==> src/rtl/imm_gen_stage_if.sv <==
// Decode-to-ID/EX handshake bundle for the immediate stage.
// Optional IN_PC/TARGET lanes exist only when IMM_TARGET_EN is defined.
interface imm_gen_stage_if #(
    parameter int XLEN  = 32,
    parameter int TAG_W = 32
);
    logic              IN_VALID;
    logic              IN_READY;
    logic [31:0]       INSTRUCTION;
    logic [2:0]        IMM_PICK;
    logic [TAG_W-1:0]  IN_TAG;
    logic              OUT_VALID;
    logic              OUT_READY;
    logic [XLEN-1:0]   IMMEDIATE;
    logic [2:0]        OUT_SEL;
    logic [TAG_W-1:0]  OUT_TAG;
`ifdef IMM_TARGET_EN
    logic [XLEN-1:0]   IN_PC;
    logic [XLEN-1:0]   TARGET;

    modport master (
        output IN_VALID, INSTRUCTION, IMM_PICK,
        output IN_TAG, IN_PC, OUT_READY,
        input  IN_READY, OUT_VALID, IMMEDIATE,
        input  OUT_SEL, OUT_TAG, TARGET
    );

    modport slave (
        input  IN_VALID, INSTRUCTION, IMM_PICK,
        input  IN_TAG, IN_PC, OUT_READY,
        output IN_READY, OUT_VALID, IMMEDIATE,
        output OUT_SEL, OUT_TAG, TARGET
    );
`else
    modport master (
        output IN_VALID, INSTRUCTION, IMM_PICK,
        output IN_TAG, OUT_READY,
        input  IN_READY, OUT_VALID, IMMEDIATE,
        input  OUT_SEL, OUT_TAG
    );

    modport slave (
        input  IN_VALID, INSTRUCTION, IMM_PICK,
        input  IN_TAG, OUT_READY,
        output IN_READY, OUT_VALID, IMMEDIATE,
        output OUT_SEL, OUT_TAG
    );
`endif
endinterface

==> src/rtl/imm_gen_stage.sv <==
// Registered immediate generator with a 2-entry skid buffer.
// Define IMM_TARGET_EN to add the PC+immediate TARGET lane.
module imm_gen_stage #(
    parameter int XLEN  = 32,
    parameter int TAG_W = 32
) (
    input logic              CLK,
    input logic              RESET_N,
    input logic              FLUSH,
    imm_gen_stage_if.slave   bus
);
    typedef struct packed {
        logic [XLEN-1:0]  imm;
        logic [2:0]       sel;
        logic [TAG_W-1:0] tag;
`ifdef IMM_TARGET_EN
        logic [XLEN-1:0]  tgt;
`endif
    } ent_t;

    logic [31:0]     ins;
    logic [6:0]      unused_opcode;
    logic [XLEN-1:0] dec;
    ent_t            nxt;
    ent_t            m;
    ent_t            s;
    logic            m_valid;
    logic            s_valid;
    logic            in_fire;
    logic            out_fire;

    assign ins           = bus.INSTRUCTION;
    assign unused_opcode = ins[6:0];

    always_comb begin
        dec = '0;
        unique case (bus.IMM_PICK)
            3'b000: dec = XLEN'($signed(ins[31:20]));
            3'b001: dec = XLEN'($signed({ins[31:25], ins[11:7]}));
            3'b010: dec = XLEN'($signed({ins[31:12], 12'b0}));
            3'b011: dec = XLEN'($signed({ins[31], ins[7],
                                         ins[30:25], ins[11:8],
                                         1'b0}));
            3'b100: dec = XLEN'($signed({ins[31], ins[19:12],
                                         ins[20], ins[30:21],
                                         1'b0}));
            3'b101: dec = XLEN'(ins[19:15]);
            3'b110: dec = (XLEN == 64) ? XLEN'(ins[25:20])
                                       : XLEN'(ins[24:20]);
            default: dec = '0;
        endcase
    end

    always_comb begin
        nxt     = '0;
        nxt.imm = dec;
        nxt.sel = bus.IMM_PICK;
        nxt.tag = bus.IN_TAG;
`ifdef IMM_TARGET_EN
        nxt.tgt = bus.IN_PC + dec;
`endif
    end

    // Ready depends only on the skid flop, never on OUT_READY.
    assign in_fire  = bus.IN_VALID && !s_valid;
    assign out_fire = m_valid && bus.OUT_READY;

    always_ff @(posedge CLK or negedge RESET_N) begin
        if (!RESET_N) begin
            m_valid <= 1'b0;
            s_valid <= 1'b0;
        end else if (FLUSH) begin
            m_valid <= 1'b0;
            s_valid <= 1'b0;
        end else if (!m_valid || out_fire) begin
            m_valid <= s_valid || in_fire;
            s_valid <= 1'b0;
        end else if (in_fire) begin
            s_valid <= 1'b1;
        end
    end

    // Flush only kills valids; payload flops keep their contents.
    always_ff @(posedge CLK or negedge RESET_N) begin
        if (!RESET_N) begin
            m <= '0;
            s <= '0;
        end else if (!FLUSH) begin
            if (!m_valid || out_fire) begin
                if (s_valid) begin
                    m <= s;
                end else if (in_fire) begin
                    m <= nxt;
                end
            end else if (in_fire) begin
                s <= nxt;
            end
        end
    end

    assign bus.IN_READY  = !s_valid;
    assign bus.OUT_VALID = m_valid;
    assign bus.IMMEDIATE = m.imm;
    assign bus.OUT_SEL   = m.sel;
    assign bus.OUT_TAG   = m.tag;
`ifdef IMM_TARGET_EN
    assign bus.TARGET    = m.tgt;
`endif
endmodule

==> src/flat_wrapper.sv <==
// flat-port wrapper written by rule: the top's interface ports become plain ports
module imm_gen_stage_flat 
#(
    parameter int XLEN  = 32,
    parameter int TAG_W = 32
)
  (CLK, RESET_N, FLUSH, bus_IN_VALID, bus_INSTRUCTION, bus_IMM_PICK, bus_IN_TAG, bus_OUT_READY, bus_IN_READY, bus_OUT_VALID, bus_IMMEDIATE, bus_OUT_SEL, bus_OUT_TAG);
  imm_gen_stage_if #(.XLEN(XLEN), .TAG_W(TAG_W)) bus_i ();
  input logic CLK;
  input logic RESET_N;
  input logic FLUSH;
  input wire logic [$bits(bus_i.IN_VALID)-1:0] bus_IN_VALID;
  input wire logic [$bits(bus_i.INSTRUCTION)-1:0] bus_INSTRUCTION;
  input wire logic [$bits(bus_i.IMM_PICK)-1:0] bus_IMM_PICK;
  input wire logic [$bits(bus_i.IN_TAG)-1:0] bus_IN_TAG;
  input wire logic [$bits(bus_i.OUT_READY)-1:0] bus_OUT_READY;
  output wire logic [$bits(bus_i.IN_READY)-1:0] bus_IN_READY;
  output wire logic [$bits(bus_i.OUT_VALID)-1:0] bus_OUT_VALID;
  output wire logic [$bits(bus_i.IMMEDIATE)-1:0] bus_IMMEDIATE;
  output wire logic [$bits(bus_i.OUT_SEL)-1:0] bus_OUT_SEL;
  output wire logic [$bits(bus_i.OUT_TAG)-1:0] bus_OUT_TAG;
  assign bus_i.IN_VALID = bus_IN_VALID;
  assign bus_i.INSTRUCTION = bus_INSTRUCTION;
  assign bus_i.IMM_PICK = bus_IMM_PICK;
  assign bus_i.IN_TAG = bus_IN_TAG;
  assign bus_i.OUT_READY = bus_OUT_READY;
  assign bus_IN_READY = bus_i.IN_READY;
  assign bus_OUT_VALID = bus_i.OUT_VALID;
  assign bus_IMMEDIATE = bus_i.IMMEDIATE;
  assign bus_OUT_SEL = bus_i.OUT_SEL;
  assign bus_OUT_TAG = bus_i.OUT_TAG;
  imm_gen_stage #(.XLEN(XLEN), .TAG_W(TAG_W)) u_core (.CLK(CLK), .RESET_N(RESET_N), .FLUSH(FLUSH), .bus(bus_i));
endmodule
==> config.mk <==
export PLATFORM = sky130hd
export DESIGN_NAME = imm_gen_stage_flat
export DESIGN_NICKNAME = d
export VERILOG_FILES = /design/src/rtl/imm_gen_stage_if.sv /design/src/rtl/imm_gen_stage.sv /design/src/flat_wrapper.sv
export SDC_FILE = /design/constraint.sdc
export NUM_CORES = 1
export LEC_CHECK = 0
export ABC_CLOCK_PERIOD_IN_PS = 2150
export BUFFER_PORTS_ARGS = -buffer_cell sky130_fd_sc_hd__buf_2
export CORE_AREA = 10 10 116 118
export CTS_BUF_LIST = sky130_fd_sc_hd__clkbuf_8
export DETAILED_ROUTE_END_ITERATION = 16
export DIE_AREA = 0 0 126 128
export PLACE_DENSITY_LB_ADDON = 0.12
export SLEW_MARGIN = 20
export SYNTH_ARGS = -nofsm -noshare
export SYNTH_HDL_FRONTEND = slang
export SYNTH_SLANG_ARGS = --single-unit
==> constraint.sdc <==
create_clock -name CLK -period 2.15 [get_ports CLK]
set_clock_uncertainty 0.2 [all_clocks]
set_input_delay 0.1075 -clock CLK [delete_from_list [all_inputs] [get_ports CLK]]
set_output_delay 0.1075 -clock CLK [all_outputs]
set_load 0.03 [all_outputs]
==> results.tsv, run 1 <==
metric	value	unit
status	finished clean	
ys_ff_latch	136	
routed_wl	16.06	mm
wl_met1	6.570	mm
place_congestion	0.7847	
synth_warnings	0	
min_period	2059	ps
grt_pass1_vias	5314	
nFillCells	840	
p_leak	3.693	nW
grt_max_degree	74	
clock_path_buffers	2	
syn-cell-area	6156	um2
grt_overflow	0	
cp_top_family	buffers and inverters	
setup_slack	91.35	ps
dp_slack	224.8	ps
cp.required	2270	ps
route.detailed.drc	0	
dp_cells	827	
cts-root-buf	clkbuf_8	
io_buffers	133	
stdcell_area	7989	um2
drtAntennaViolNets	0	
power.density	870.3	nW/um2
slew_headroom	47.49	%
n_antenna_cell	0	
drt_iter0_drc	355	
cts_sinks	136	
worst-path-max-fanout	14	
htreeDepth	4	
ys_seq_area_share	55.28	%
multi_input_area	2466	um2
rrSetupSlack	220	ps
crit_buf_inv	4	
initial_core_util	54.85	%
ios	141	
vias_per_cell	5.442	
final_cell_mix	dfrtp_1, buf_2, nand2_1	
wl_met3	1.192	mm
wire_per_inst	17.29	um
synth.distinct_cells	35	
clk_latency	440	ps
area_delta_synth_final	29.78	%
cts_tree	yes	
drive_gt1_share	29.52	%
ir_worst_vdd	0.0007329	V
post_cts_buffers	0	
hold_viol	0	
maxSlewViolCount	0	
cts_made_buffers	17	
grt_setup_unrepaired	no	
drt_pre_antenna_iters	4	
die_w	126	um
crit_path_max_incr_delay	610	ps
crit_path_frequent_cell	dlygate4sd3_1	
tightest_slew	786.0	ps
place_area	6892	um2
antenna_found_initial	1	
dieHeight	128	um
clk_pin_slew_worst_paths	70	ps
wl_met2	7.989	mm
syn-num-nets	653	
hold_ws	51.21	ps
nNetsFinal	845	
core-area	11220	um2
end_kind	flip-flop	
post_synth.cell_area_avg	10.60	um2
finalSetupViolCount	0	
period_share	95.75	%
maxCapViolCount	0	
clock.fmax	485.8	MHz
grt_usage	20.30	%
grt_pass1_wl	26.72	mm
dp_hpwl	10.54	mm
fin_tns_setup	0	ps
num_vias	5056	
fp.dieArea	16130	um2
fin_cells	929	
topRoutingLayerUsed	met5	
syn_inst	581	
crit_path_top_delay_cell	dlygate4sd3_1	
path_cells	dlygate4sd3_1 -> clkbuf_4 -> buf_4 -> nand3b_1 -> nand4_1 -> dlygate4sd3_1 -> mux2_2	
criticalPathCategory	input pin to flip-flop	
final_common_cell	dfrtp_1	
worstHoldPathType	input pin to flip-flop	
worstPathArrival	2180	ps
seqCellArea	3407	um2
crit_path_start_kind	input pin	
num_rows	39	
per-stage QoR:
step,utilization [%],power (mW)
floorplan,-,4.334
global placement,61.40,4.805
detailed placement,61.40,4.883
CTS,71.16,7.010
global route,71.18,7.333
finish,71.18,6.953
state kept, by name, summed over array words and instances, names as in the netlist:
name,count
u_core.bus.IMMEDIATE,32
u_core.bus.OUT_SEL,3
u_core.bus.OUT_TAG,32
u_core.bus.OUT_VALID,1
u_core.s,67
u_core.s_valid,1
kinds of logic after synthesis:
| group | after synthesis | synth area share (%) |
|---|---|---|
| flops | 136 | 55.28 |
| buf+inv | 50 | 4.776 |
| mux | 74 | 12.78 |
| compound gates | 135 | 12.76 |
| simple gates | 186 | 14.39 |
per-layer routing:
metal	vias to the layer above	track usage, %
met3	26	6.162
met1	2461	24.49
li1	2423	-
met2	144	33.56
met4	2	7.703
met5	-	0
cells in the mapped netlist:
cell type | instances | share of area (%)
o21ai_1 | 29 | 2.4
and2b_4 | 1 | 0.16
dfrtp_1 | 136 | 55
a21o_1 | 1 | 0.12
a31oi_1 | 11 | 1.1
or3b_2 | 2 | 0.28
a21oi_2 | 5 | 0.71
o211a_1 | 2 | 0.33
nand2b_1 | 11 | 1.1
or3_4 | 1 | 0.18
o21ai_0 | 45 | 3.7
nand3b_1 | 4 | 0.49
and4b_1 | 1 | 0.16
nand4_1 | 2 | 0.20
nand4b_1 | 3 | 0.43
buf_6 | 11 | 2.0
nor2_2 | 1 | 0.10
a21oi_1 | 17 | 1.4
clkbuf_1 | 18 | 1.1
mux2i_1 | 37 | 6.0
or4b_1 | 1 | 0.16
and3b_1 | 1 | 0.14
nor2_1 | 12 | 0.73
nand3_1 | 29 | 2.4
mux2_2 | 37 | 6.8
nor3b_2 | 1 | 0.20
nand3_2 | 1 | 0.16
o211ai_1 | 23 | 2.8
inv_1 | 2 | 0.12
a311oi_1 | 2 | 0.28
nor2b_1 | 3 | 0.30
nor3_4 | 1 | 0.26
buf_2 | 19 | 1.5
nand2_1 | 103 | 6.3
nor3_1 | 8 | 0.65
final cells by class:
class	count	share of cell area (%)
clock inverter	9	0.9240
sequential	136	42.65
inverter	2	0.09397
multi-input combinational	395	30.87
tap	143	2.240
timing repair buffer	221	19.26
clock buffer	23	3.962
path summary, 6_finish.rpt:
kind	start	endpoint	cells past startpoint
min reg2reg	u_core.bus.OUT_TAG[10]	u_core.bus.OUT_TAG[10]	2
max in group asynchronous	RESET_N	u_core.s_valid	4
min in group asynchronous	RESET_N	u_core.s[9]	3
max	bus_IMM_PICK[2]	u_core.s[37]	7
max reg2reg	u_core.s_valid	u_core.bus.OUT_TAG[18]	4
min	bus_IMM_PICK[0]	u_core.bus.IMMEDIATE[3]	5
worst register-to-register path, cell delays in order, from the launching register on:
cell and delay, ps:
dfrtp_4 580, nor2_2 270, or3_4 190, buf_4 370, o21ai_0 190
timing repair:
action / CTS / global route
hold buffers: 70 / 0
hold endpoints to repair: 267 / 0
pin swaps: 0 / 0
resized for setup: 1 / 1
setup endpoints to repair: 1 / 1
report_power, final:
part | internal [mW] | switching, mW | total, mW
clock | 1.09 | 0.938 | 2.02
sequential | 3.05 | 0.261 | 3.31
combinational | 0.627 | 0.991 | 1.62
total | 4.76 | 2.19 | 6.95
Note: power is estimated with default switching activity, not from simulation.
==> inputs of run 2 (changes only) <==
==> constraint.sdc (replaced) <==
create_clock -name CLK -period 2.15 [get_ports CLK]
set_clock_uncertainty 0.2 [all_clocks]
set_input_delay 0.3225 -clock CLK [delete_from_list [all_inputs] [get_ports CLK]]
set_output_delay 0.3225 -clock CLK [all_outputs]
set_load 0.03 [all_outputs]
==> results.tsv, run 2 (synthesis results as in run 1) <==
metric	value	unit	change
nFillCells	898		+6.9%
rrSetupSlack	230	ps	about the same
grt_pass1_wl	25.96	mm	-2.9%
core-area	11220	um2	unchanged
cp.required	2270	ps	about the same
drive_gt1_share	30.33	%	+0.81 points
tightest_slew	807.1	ps	+21.15 ps
io_buffers	133		unchanged
end_kind	flip-flop		
route.detailed.drc	0		unchanged
multi_input_area	2466	um2	unchanged
period_share	95.51	%	-0.25 points
clock_path_buffers	2		unchanged
nNetsFinal	816		-3.4%
dieHeight	128	um	unchanged
seqCellArea	3407	um2	unchanged
min_period	2053	ps	-5.269 ps
antenna_found_initial	1		unchanged
die_w	126	um	unchanged
drtAntennaViolNets	0		unchanged
routed_wl	15.63	mm	-2.7%
dp_cells	826		-0.12%
num_rows	39		unchanged
dp_hpwl	10.38	mm	-1.5%
clk_latency	430	ps	about the same
cts-root-buf	clkbuf_8		
max_flop_register	u_core.s		
fp.dieArea	16130	um2	unchanged
grt_pass1_vias	5146		-3.2%
final_common_cell	dfrtp_1		
hold_ws	81.17	ps	+29.97 ps
fin_tns_setup	0	ps	unchanged
worstHoldPathType	input pin to flip-flop		
drt_iter0_drc	471		+33%
cts.repair.resized	0		-1
hold_viol	0		unchanged
initial_core_util	54.85	%	unchanged
maxCapViolCount	0		unchanged
htreeDepth	4		unchanged
cts_made_buffers	17		unchanged
drt_pre_antenna_iters	7		+3
crit_path_start_kind	input pin		
ios	141		unchanged
largest_reg_flops	67		unchanged
grt_max_degree	66		-11%
stdcell_area	7676	um2	-3.9%
criticalPathCategory	input pin to flip-flop		
worstPathArrival	2170	ps	about the same
grt_overflow	0		unchanged
finalSetupViolCount	0		unchanged
cts_sinks	136		unchanged
grt.busiest_layer	met2		
gr-usage-met2	32.43	%	-1.1 points
cts_tree	yes		
slew_headroom	46.08	%	-1.4 points
grtUsageMet3	6.617	%	+0.45 points
final_cell_mix	dfrtp_1, buf_2, nand2_1		
grt_usage	19.61	%	-0.70 points
area_delta_synth_final	24.70	%	
worst-path-max-fanout	65		+51
clock.fmax	487.0	MHz	+0.26%
post_cts_buffers	0		unchanged
num_vias	4893		-3.2%
grt_setup_unrepaired	no		
fin_cells	898		-3.3%
gr-usage-met1	24.03	%	-0.46 points
power.density	882.3	nW/um2	+1.4%
clk_pin_slew_worst_paths	80	ps	about the same
status	finished clean		
place_congestion	0.7878		+0.40%
wire_per_inst	17.40	um	+0.68%
place_area	6909	um2	+0.25%
maxSlewViolCount	0		unchanged
ir_worst_vdd	0.0004552	V	-38%
p_leak	3.549	nW	-3.9%
n_antenna_cell	0		unchanged
vias_per_cell	5.449		+0.12%
run 2: cell types whose count changed in the layout (fill, tap and decap cells not counted):
cell	delta
dlygate4sd3_1	-28
clkbuf_8	-4
buf_12	+2
buf_4	-2
clkinvlp_4	+2
buf_2	+1
buf_6	-1
clkbuf_4	-1
clkinv_2	+1
clkinv_4	-1
run 2: routing by layer:
metal | up-vias | wire length [um]
met3 | 12 | 1046
met5 | - | 7
met1 | 2382 | 6533
met4 | 2 | 122
li1 | 2365 | -
met2 | 132 | 7917
run 2: final timing paths:
check,startpoint,end,cells after the start
setup / recovery,bus_OUT_READY,u_core.s[37],6
min in group asynchronous,RESET_N,u_core.bus.OUT_TAG[6],2
max in group asynchronous,RESET_N,u_core.s[55],3
hold / removal,bus_INSTRUCTION[21],u_core.s[56],3
setup reg to reg,u_core.bus.OUT_VALID,u_core.s[37],4
hold reg to reg,u_core.bus.OUT_TAG[21],u_core.bus.OUT_TAG[21],2
run 2: power breakdown:
group | switching, mW | internal, mW
clock network | 0.948 | 0.942
registers | 0.258 | 3.05
logic | 0.980 | 0.596
total | 2.19 | 4.59
run 2: worst max-delay path, stage by stage:
cell           delay [ps]
dlygate4sd3_1         530
buf_2                 110
and2b_4               200
nand3_4                70
buf_4                 500
mux2_2                410
run 2: cell type report:
class                      count  area share (%)
sequential                   136           44.38
multi-input combinational    395           32.13
timing repair buffer         192           16.54
clock buffer                  19           3.407
tap                          143           2.331
clock inverter                11           1.108
inverter                       2         0.09780
run 2: stage by stage:
stage / utilization (%) / setup WS (ps) / power [mW]
after detailed placement: 61.56 / 192.9 / 4.891
after global placement: 61.56 / 217.5 / 4.810
after floorplan: - / 304.1 / 4.334
final: 68.39 / 96.62 / 6.773
after global routing: 68.39 / 11.88 / 7.142
after CTS: 68.39 / 100.8 / 6.830
run 2: repair_timing:
item	in CTS	in global routing
endpoints found under the setup margin	0	0
hold buffers	42	0
endpoints found under the hold margin	115	0
